<file path="config.mk">
export PLATFORM = sky130hd
export DESIGN_NAME = pattern_sequencer
export DESIGN_NICKNAME = d
export VERILOG_FILES = /design/src/rtl/pattern_sequencer.sv
export SDC_FILE = /design/constraint.sdc
export NUM_CORES = 1
export LEC_CHECK = 0
export ABC_CLOCK_PERIOD_IN_PS = 1800
export CORE_MARGIN = 2
export CORE_UTILIZATION = 44
export CTS_CLUSTER_DIAMETER = 150
export DETAILED_ROUTE_END_ITERATION = 7
export MAX_ROUTING_LAYER = met4
export PLACE_DENSITY = 0.75
export SLEW_MARGIN = 20
export SYNTH_ARGS = -nofsm -noshare
export SYNTH_HDL_FRONTEND = slang
export SYNTH_SLANG_ARGS = --single-unit
</file>
<file path="constraint.sdc">
create_clock -name iclk -period 1.8 [get_ports iclk]
set_input_delay 0.36 -clock iclk [delete_from_list [all_inputs] [get_ports iclk]]
set_output_delay 0.36 -clock iclk [all_outputs]
set_load 0.005 [all_outputs]
</file>
<file path="src/rtl/pattern_sequencer.sv">
// Frame-synchronous pattern scheduler: manual index or timed auto-run, changes applied only at frame start.
// Optional build macro PATSEQ_SKIP_MASK_EN: auto-advance skips patterns whose SKIP_MASK bit is set.
module pattern_sequencer #(
    parameter int unsigned NUM_PAT      = 16,
    parameter int unsigned DWELL_FRAMES = 60,
    parameter logic [15:0] SKIP_MASK    = 16'h0000
) (
    input  logic       iclk,
    input  logic       irst,
    input  logic       ivsync,
    input  logic       iauto_en,
    input  logic       ipause,
    input  logic [7:0] imanual_idx,
    output logic [7:0] opat_num,
    output logic       oframe_tick,
    output logic       oauto_active,
    output logic [1:0] ostate
);

    localparam int unsigned CNT_W = $clog2(DWELL_FRAMES + 1);
    localparam logic [7:0]       LAST_PAT   = 8'(NUM_PAT - 1);
    localparam logic [CNT_W-1:0] LAST_DWELL = CNT_W'(DWELL_FRAMES - 1);

    typedef enum logic [1:0] {
        S_SYNC   = 2'd0,
        S_MANUAL = 2'd1,
        S_AUTO   = 2'd2,
        S_PAUSE  = 2'd3
    } state_t;

    state_t           r_state;
    state_t           w_state_nxt;
    logic             r_vs_d;
    logic             r_tick;
    logic             r_auto;
    logic [7:0]       r_pat;
    logic [7:0]       w_pat_nxt;
    logic [CNT_W-1:0] r_dwell;
    logic [CNT_W-1:0] w_dwell_nxt;
    logic             w_tick;
    logic [7:0]       w_idx_m;

    // Next pattern in auto-run; the masked variant walks forward with wrap in a single tick.
    function automatic logic [7:0] f_advance(input logic [7:0] cur);
`ifdef PATSEQ_SKIP_MASK_EN
        logic [7:0]  res;
        logic        found;
        int unsigned cand;
        res   = cur;
        found = 1'b0;
        for (int unsigned k = 1; k <= NUM_PAT; k++) begin
            cand = (32'(cur) + k) % NUM_PAT;
            if (!found && !((cand < 32'd16) && SKIP_MASK[cand[3:0]])) begin
                res   = 8'(cand);
                found = 1'b1;
            end
        end
        return res;
`else
        return (cur == LAST_PAT) ? 8'd0 : cur + 8'd1;
`endif
    endfunction

`ifndef PATSEQ_SKIP_MASK_EN
    logic w_unused_skip;
    assign w_unused_skip = ^SKIP_MASK;
`endif

    assign w_tick  = ivsync & ~r_vs_d;
    assign w_idx_m = ({1'b0, imanual_idx} >= 9'(NUM_PAT)) ? LAST_PAT : imanual_idx;

    always_ff @(posedge iclk or negedge irst) begin
        if (!irst) begin
            r_state <= S_SYNC;
            r_vs_d  <= 1'b0;
            r_tick  <= 1'b0;
            r_auto  <= 1'b0;
            r_pat   <= 8'd0;
            r_dwell <= '0;
        end else begin
            r_state <= w_state_nxt;
            r_vs_d  <= ivsync;
            r_tick  <= w_tick;
            r_auto  <= (w_state_nxt == S_AUTO) || (w_state_nxt == S_PAUSE);
            r_pat   <= w_pat_nxt;
            r_dwell <= w_dwell_nxt;
        end
    end

    // Inputs are only looked at on the frame-start tick; otherwise everything holds.
    always_comb begin
        w_state_nxt = r_state;
        w_pat_nxt   = r_pat;
        w_dwell_nxt = r_dwell;
        if (w_tick) begin
            case (r_state)
                S_SYNC: begin
                    w_dwell_nxt = '0;
                    if (iauto_en) begin
                        w_state_nxt = S_AUTO;
                    end else begin
                        w_state_nxt = S_MANUAL;
                        w_pat_nxt   = w_idx_m;
                    end
                end
                S_MANUAL: begin
                    if (iauto_en) begin
                        w_state_nxt = S_AUTO;
                        w_dwell_nxt = '0;
                    end else begin
                        w_pat_nxt = w_idx_m;
                    end
                end
                S_AUTO: begin
                    if (!iauto_en) begin
                        w_state_nxt = S_MANUAL;
                        w_pat_nxt   = w_idx_m;
                    end else if (ipause) begin
                        w_state_nxt = S_PAUSE;
                    end else if (r_dwell == LAST_DWELL) begin
                        w_pat_nxt   = f_advance(r_pat);
                        w_dwell_nxt = '0;
                    end else begin
                        w_dwell_nxt = r_dwell + CNT_W'(1);
                    end
                end
                S_PAUSE: begin
                    if (!iauto_en) begin
                        w_state_nxt = S_MANUAL;
                        w_pat_nxt   = w_idx_m;
                    end else if (!ipause) begin
                        w_state_nxt = S_AUTO;
                    end
                end
                default: w_state_nxt = S_SYNC;
            endcase
        end
    end

    assign opat_num     = r_pat;
    assign oframe_tick  = r_tick;
    assign oauto_active = r_auto;
    assign ostate       = r_state;

endmodule
</file>
## Word level (Yosys, flattened, before mapping)

Index checks and enable logic that the tools add are counted.
W data, S select, Z words.

- Register bits: 19
- Bits in latches: 0
- Bits in writable memories: 0
- ROM bits: 0
- Bits of input ports: 13
- Output and inout bits: 12
- Logic and storage cells: 50
- Memories: 0

- Add/sub/neg operators: 2
- $mul: 0
- Divide/modulo/power cells: 0
- Magnitude comparators: 1
- Equal/unequal tests: 13
- Shift-type cells: 0
- Multiplexer cells: 20
- Bitwise operators: 2
- Reduce and logical (&&, ||, !) cells: 6

Operators with widths:

| kind | number |
|---|---|
| $mux W8 | 6 |
| $mux W6 | 4 |
| $pmux W6 S3 | 1 |
| $pmux W8 S2 | 1 |
| $mux W2 | 7 |
| $add A8 B1 Y8 const B | 1 |
| $eq A2 B2 Y1 const B | 4 |
| $eq A8 B4 Y1 const B | 1 |
| $ge A8 B5 Y1 const B | 1 |
| $ne A2 B2 Y1 const B | 4 |
| $pmux W2 S4 | 1 |
| $add A6 B1 Y6 const B | 1 |
| $eq A6 B6 Y1 const B | 1 |
| $ne A3 B3 Y1 const B | 2 |
| $reduce_and A5 Y1 | 1 |
| $reduce_and A4 Y1 | 1 |
| $reduce_bool A3 Y1 | 1 |
| $reduce_or A3 Y1 | 1 |
| $eq A2 B1 Y1 const B | 1 |
| $logic_not A2 Y1 | 1 |
| $and A1 B1 Y1 | 1 |
| $logic_or A1 B1 Y1 | 1 |
| $not A1 Y1 | 1 |

## Depth between registers and ports, before layout

- Depth after elaboration: 6
- Mapped depth: 6
- Gate-level depth less buffers: 5

## Least setup slack after synthesis

Ideal clock, no wire load.

- Kind: register to register
- Start: reg r_dwell[0]
- End: reg r_pat[5] (netlist: opat_num[5])
- Library setup time: 0.079 ns
- Data arrival time: 1.733 ns
- Required time: 1.721 ns
- Slack: -0.013 ns
- Cell stages (with the launch flop): 7
- Path buffers: 1
- Period minus slack after synthesis: 1.813 ns
- Cells stage by stage: dfrtp_1 -> ha_1 -> nand4_1 -> o41a_1 -> buf_6 -> or4_1 -> mux2i_1

- Word-level cells in the longest chain between the ends: 3

RTL lines:

| item | RTL line | RTL |
|---|---|---|
| start: declaration | 38 | `logic [CNT_W-1:0] r_dwell;` |
| start signal: assignment | 86 | `r_dwell <= w_dwell_nxt;` |
| $eq A6 B6 Y1 | 120 | `end else if (r_dwell == LAST_DWELL) begin` |
| $ne A3 B3 Y1 (no source line) | n/a |  |
| $reduce_and A4 Y1 (no source line) | n/a |  |
| end signal: assignment | 85 | `r_pat <= w_pat_nxt;` |
| end: declaration | 36 | `logic [7:0] r_pat;` |

Every way passes these cells.
A chain may end at the register's enable or synchronous reset.

## Worst setup path in the final report

- Start: reg r_dwell[1]
- End: reg r_pat[5] (netlist: opat_num[5])

Same word-level chain as after synthesis.

==> results.cfg <==
[outcome]
status = complete, but fails checks
violations = setup timing

[run]
maxCapViolCount = 0

[hold_path]
hold_class = in -> async

[sta]
rsz0062_at_grt = yes
fmax_mhz = 549
setup_ws_ns = -0.0201
tightestPinTransition_ns = 0.471
finClkSkew_ns = 0.00147
setup_violations = 1
hold_violations = 0
relSlewSlack_pct = 68.6
slew_viol_final = 0
min_period_ns = 1.82
final.setup.tns_ns = -0.0201
finalCritPeriodShare_pct = 101

[grt]
grt_usage_pct = 23.5
grt_pass1_wl_mm = 4.71
grt.overflow.total = 0
grt_max_degree = 20
grt_antenna_before_repair = 0
grt_pass1_vias = 1048

[placement]
place_hpwl_mm = 2.12
gp_congestion = 0.861
port_buffers = 24
pre_cts_slack_ns = -0.180
post_dp_cell_area_sq_um = 1500

[critical_path]
end_kind = flop
reg2reg_depth = 5
crit_arrival_ns = 2.04
critPathKind = reg -> reg
crit_fanout = 5
required_ns = 2.02
cp-start-kind = flop

[logic_synthesis]
syn_area_sq_um = 1060
yosys.area_share.simple_pct = 23.9
synth_cells = 114
synthMuxAreaShare_pct = 2.94
synthFlopType = dfrtp_1
synth_edf_count = 0
synth_top_family_by_area = simple AND/OR/NAND/NOR gates
async_flop_share_pct = 100
yosysSeqAreaShare_pct = 44.7
synthAdderAreaFrac_pct = 2.35
synth_seq_cells = 19
syn_nets = 129
synth-compound-area-share_pct = 22.7
synth_cell_types = 38
synth_area_per_cell_sq_um = 9.34
synthXorXnorAreaFrac_pct = 0
ys_warn_count = 0

[power_and_ir_drop]
p_clk_share_pct = 22.1
p_sw_mw = 0.290
power.leakage_nw = 0.652
powerDensity_nw_per_um2 = 636
p_total_mw = 0.997
power_frac_seq_pct = 48.5
irDropWorstVdd_v = 0.000563
share_comb_of_total_power_pct = 29.3
internal-power_mw = 0.707
swShare_pct = 29.1

[clock_network]
cts_tree = done
htree_levels = 1
cts.sinks = 19
cts-buffers-inserted = 3
clk_pin_slew_ns = 0.11
worstSkewPairLatency_ns = 0.29
root_buffer = clkbuf_4
clockBufferDepth = 2

[layout]
multi_input_area_sq_um = 568
fill_cells = 188
postLayoutCoreUtil_pct = 69.5
drive_gt1_share_pct = 21.7
final_common_cell = buf_4
area_delta_synth_final_pct = 47.1
mostFrequentLayoutCells = 27 x buf_4, 24 x clkdlybuf4s50_1, 19 x dfrtp_1
ff_latch_area_sq_um = 475
diodes = 0
nets = 182
fin_area_sq_um = 1570

[drt]
wirelength_mm = 2.93
first_pass_iters = 4
ant_nets = 0
num_vias = 1089
viasPerCell = 5.61
drc = 0
post_drt_wl_per_cell_um = 15.1
drt-initial-drc-count = 19

[floorplanning]
core_sq_um = 2250
die_h_um = 53.2
dieArea_sq_um = 2830
die_w_um = 53.2
io_pins = 25
rows = 17
start_util_pct = 47.2
worst paths after layout:
path / start / slack [ns] / endpoint
worst min register to register: opat_num[7]$_DFFE_PN0P_ / 0.53 / opat_num[7]$_DFFE_PN0P_
worst min-delay path: irst / 0.39 / r_dwell[5]$_DFFE_PN0P_
worst max register to register: r_dwell[1]$_DFFE_PN0P_ / -0.02 / opat_num[5]$_DFFE_PN0P_
worst max-delay path: r_dwell[1]$_DFFE_PN0P_ / -0.02 / opat_num[5]$_DFFE_PN0P_
min in group iclk: opat_num[7]$_DFFE_PN0P_ / 0.53 / opat_num[7]$_DFFE_PN0P_
max in group asynchronous: irst / 1.21 / opat_num[1]$_DFFE_PN0P_
layout make-up:
| type | count | share of cell area, % |
|---|---|---|
| Inverter | 5 | 1.20 |
| Clock buffer | 4 | 1.68 |
| Sequential cell | 19 | 30.4 |
| Multi-Input combinational cell | 87 | 36.3 |
| Tap cell | 28 | 2.24 |
| Timing Repair Buffer | 51 | 28.3 |
sequential cells by signal, summed over array words and instances (netlist names):
register,flops
opat_num,8
r_vs_d,1
r_dwell,6
oauto_active,1
ostate,2
oframe_tick,1
through the flow:
stage / hold WS, ns / std cells
2_1_floorplan: 0.0644 / 114
3_3_place_gp: 0.499 / 186
3_5_place_dp: 0.512 / 186
4_1_cts: 0.398 / 190
5_1_grt: 0.424 / 194
6_report: 0.388 / 194
power by group through the flow:
stage               clock network, mW  registers [mW]  logic (mW)
floorplan                           0           0.497      0.0986
global placement                    0           0.490       0.268
detailed placement                  0           0.491       0.275
CTS                             0.220           0.482       0.278
global route                    0.250           0.487       0.317
finish                          0.221           0.484       0.292
timing repair:
item	CTS	global route
setup endpoints to repair	1	5
buffers inserted	0	4
hold buffers	0	0
pin swaps	0	1
resized for setup	0	3
worst max-delay path, stage by stage (launching register included):
cell     delay (ns)
dfrtp_1        0.39
ha_2           0.19
nand4_1        0.13
o41a_1         0.41
or4_1          0.48
mux2i_1        0.14
per-layer routing:
metal | global-route usage [%] | routed length, um | vias to the layer above
li1 | - | - | 540
met2 | 41.5 | 1490 | 24
met3 | 3.39 | 97 | 2
met1 | 28.1 | 1320 | 523
met5 | - | 0 | -
met4 | 5.98 | 18 | 0
cell families after synthesis:
kind of cell / after synthesis
AND/OR/NAND/NOR: 45
AO/OA/AOI/OAI: 37
flip-flops: 19
buffers and inverters: 8
multiplexers: 3
adder cells (fa/ha/maj): 2
cell usage after synthesis (2+ instances only):
| master | n | area (sq um) |
|---|---|---|
| o22ai_1 | 4 | 25.0 |
| clkbuf_1 | 2 | 7.51 |
| o21ai_0 | 14 | 70.1 |
| nor2b_1 | 4 | 25.0 |
| a211oi_1 | 5 | 37.5 |
| mux2i_1 | 2 | 20.0 |
| and3_1 | 2 | 12.5 |
| nand3_1 | 3 | 15.0 |
| or4_1 | 3 | 22.5 |
| dfrtp_1 | 19 | 475 |
| nand2b_1 | 5 | 31.3 |
| inv_1 | 4 | 15.0 |
| nor2_1 | 4 | 15.0 |
| nor4_1 | 2 | 12.5 |
| ha_1 | 2 | 25.0 |
| o31ai_1 | 2 | 15.0 |
| o211ai_1 | 2 | 15.0 |
| nand2_1 | 10 | 37.5 |
| a31oi_1 | 2 | 12.5 |
| nor3_1 | 2 | 10.0 |
| nand4_1 | 4 | 25.0 |
Power figures use the tool's default switching activity.
==> edit: new RTL, same settings <==
Add a define of `PATSEQ_SKIP_MASK_EN`.
--- a/src/rtl/pattern_sequencer.sv
+++ b/src/rtl/pattern_sequencer.sv
@@ -1,5 +1,7 @@
 // Frame-synchronous pattern scheduler: manual index or timed auto-run, changes applied only at frame start.
 // Optional build macro PATSEQ_SKIP_MASK_EN: auto-advance skips patterns whose SKIP_MASK bit is set.
+`define PATSEQ_SKIP_MASK_EN
+
 module pattern_sequencer #(
     parameter int unsigned NUM_PAT      = 16,
     parameter int unsigned DWELL_FRAMES = 60,
Function: no difference found for any inputs over 4 cycles, from zero or initial values and one cycle with irst low; that may be too few to reach the edited logic, so the function may still have changed.
==> edit against the original RTL <==
- wire length decreased by 36%
- sequential cell count unchanged
- synthesized area decreased by 12%
- critical path depth unchanged
- final area decreased by 19%
- largest cell class is now registers
- worst setup slack improved by 0.11 ns
- power increased by 6.8%
- combinational power decreased by 5%
- critical endpoint is now opat_num[2]$_DFFE_PN0P_
==> edit: results (changes against the original RTL) <==
status: "finished, final reports clean"  # was complete, but fails checks
comb_power_w: 0.000278  # was 0.000292 W
netlist_top_cells_area: "dfrtp_1 (51%), o21ai_0 (4.3%), nand2_1 (4.0%)"  # was dfrtp_1 (45%), o21ai_0 (6.6%), a211oi_1 (3.5%)
grt_pass1_vias: 743  # was 1,048
grt_pass1_wl_um: 3300  # was 4710 um
fin_nets: 134  # was 182
path_delay_family: "compound AO/OA/AOI/OAI gates"  # was simple AND/OR/NAND/NOR gates
timing.rr.end: "opat_num[2]$_DFFE_PN0P_"  # was opat_num[5]$_DFFE_PN0P_
dp.cells: 141  # was 186
clock_skew_ns: 0.00567  # was 0.00147 ns
seq_power_w: 0.000572  # was 0.000484 W
buffers: 30  # was 51
synth-adder-area-share_pct: 2.68  # was 2.35%
max_slew_margin_pct: 74.0  # was 68.6%
switching_share_pct: 30.5  # was 29.1%
stdcell_area_um2: 1260  # was 1570 um^2
fin_cells: 145  # was 194
nWellTaps: 27  # was 28
ys_seq_area_share_pct: 51.0  # was 44.7%
peakVddDrop_mv: 0.642  # was 0.563 mV
final-nonclk-buf-share_pct: 22.6  # was 28.3%
critPathMaxFanout: 8  # was 5
drive_gt1_share_pct: 12.7  # was 21.7%
ys_top_cells_by_count: "dfrtp_1 (19), nand2_1 (10), o21ai_0 (8), nor2_1 (5)"  # was dfrtp_1 (19), o21ai_0 (14), nand2_1 (10), a211oi_1 (5), nand2b_1 (5)
globalplace.congestion: 0.869  # was 0.861
timing.hold.ws_ns: 0.385  # was 0.388 ns
yosysUniqueCellTypes: 30  # was 38
drt_iter0_markers: 6  # was 19
dp_hpwl_um: 1410  # was 2120 um
fill_cells: 162  # was 188
slowest_stage: "dfrtp_1"  # was or4_1
critPathMaxStageDelay_ns: 0.42  # was 0.48 ns
ys.flop_type: "dfrtp_1"  # unchanged
clock_area_share_pct: 2.18  # was 1.68%
wl_um: 1880  # was 2930 um
grt_usage_pct: 17.7  # was 23.5%
arrival_ns: 1.89  # was 2.04 ns
timing.rr.start: "r_dwell[0]$_DFFE_PN0P_"  # was r_dwell[1]$_DFFE_PN0P_
yosys-mux-area-fraction_pct: 4.56  # was 2.94%
place_ws_ns: -0.110  # was -0.180 ns
syn-mean-instance-area_um2: 10.8  # was 9.34 um^2
seq_cell_count: 19  # unchanged
comb.multi_input.count: 62  # was 87
num_vias: 757  # was 1,089
synth_compound_area_share_pct: 18.9  # was 22.7%
p_leak_nw: 0.541  # was 0.652 nW
inverters: 3  # was 5
multi_input_area_share_pct: 34.0  # was 36.3%
[edit: layer usage]
metal / track usage, % / part of all wire, % / vias up
met1: 22.3 / 44 / 358
met2: 28.9 / 51 / 21
met5: - / 0 / -
li1: - / - / 376
met4: 5.56 / 0.74 / 0
met3: 2.73 / 4.3 / 2
[edit: worst max-delay path by stage]
stage	cells after the start	end	slack [ns]
3_5_place_dp	5	r_dwell[5]$_DFFE_PN0P_	-0.11
6_report	5	opat_num[2]$_DFFE_PN0P_	0.09
2_1_floorplan	6	opat_num[2]$_DFFE_PN0P_	0.22
3_3_place_gp	4	opat_num[2]$_DFFE_PN0P_	-0.03
4_1_cts	5	opat_num[3]$_DFFE_PN0P_	0.1
5_1_grt	5	opat_num[2]$_DFFE_PN0P_	0.01
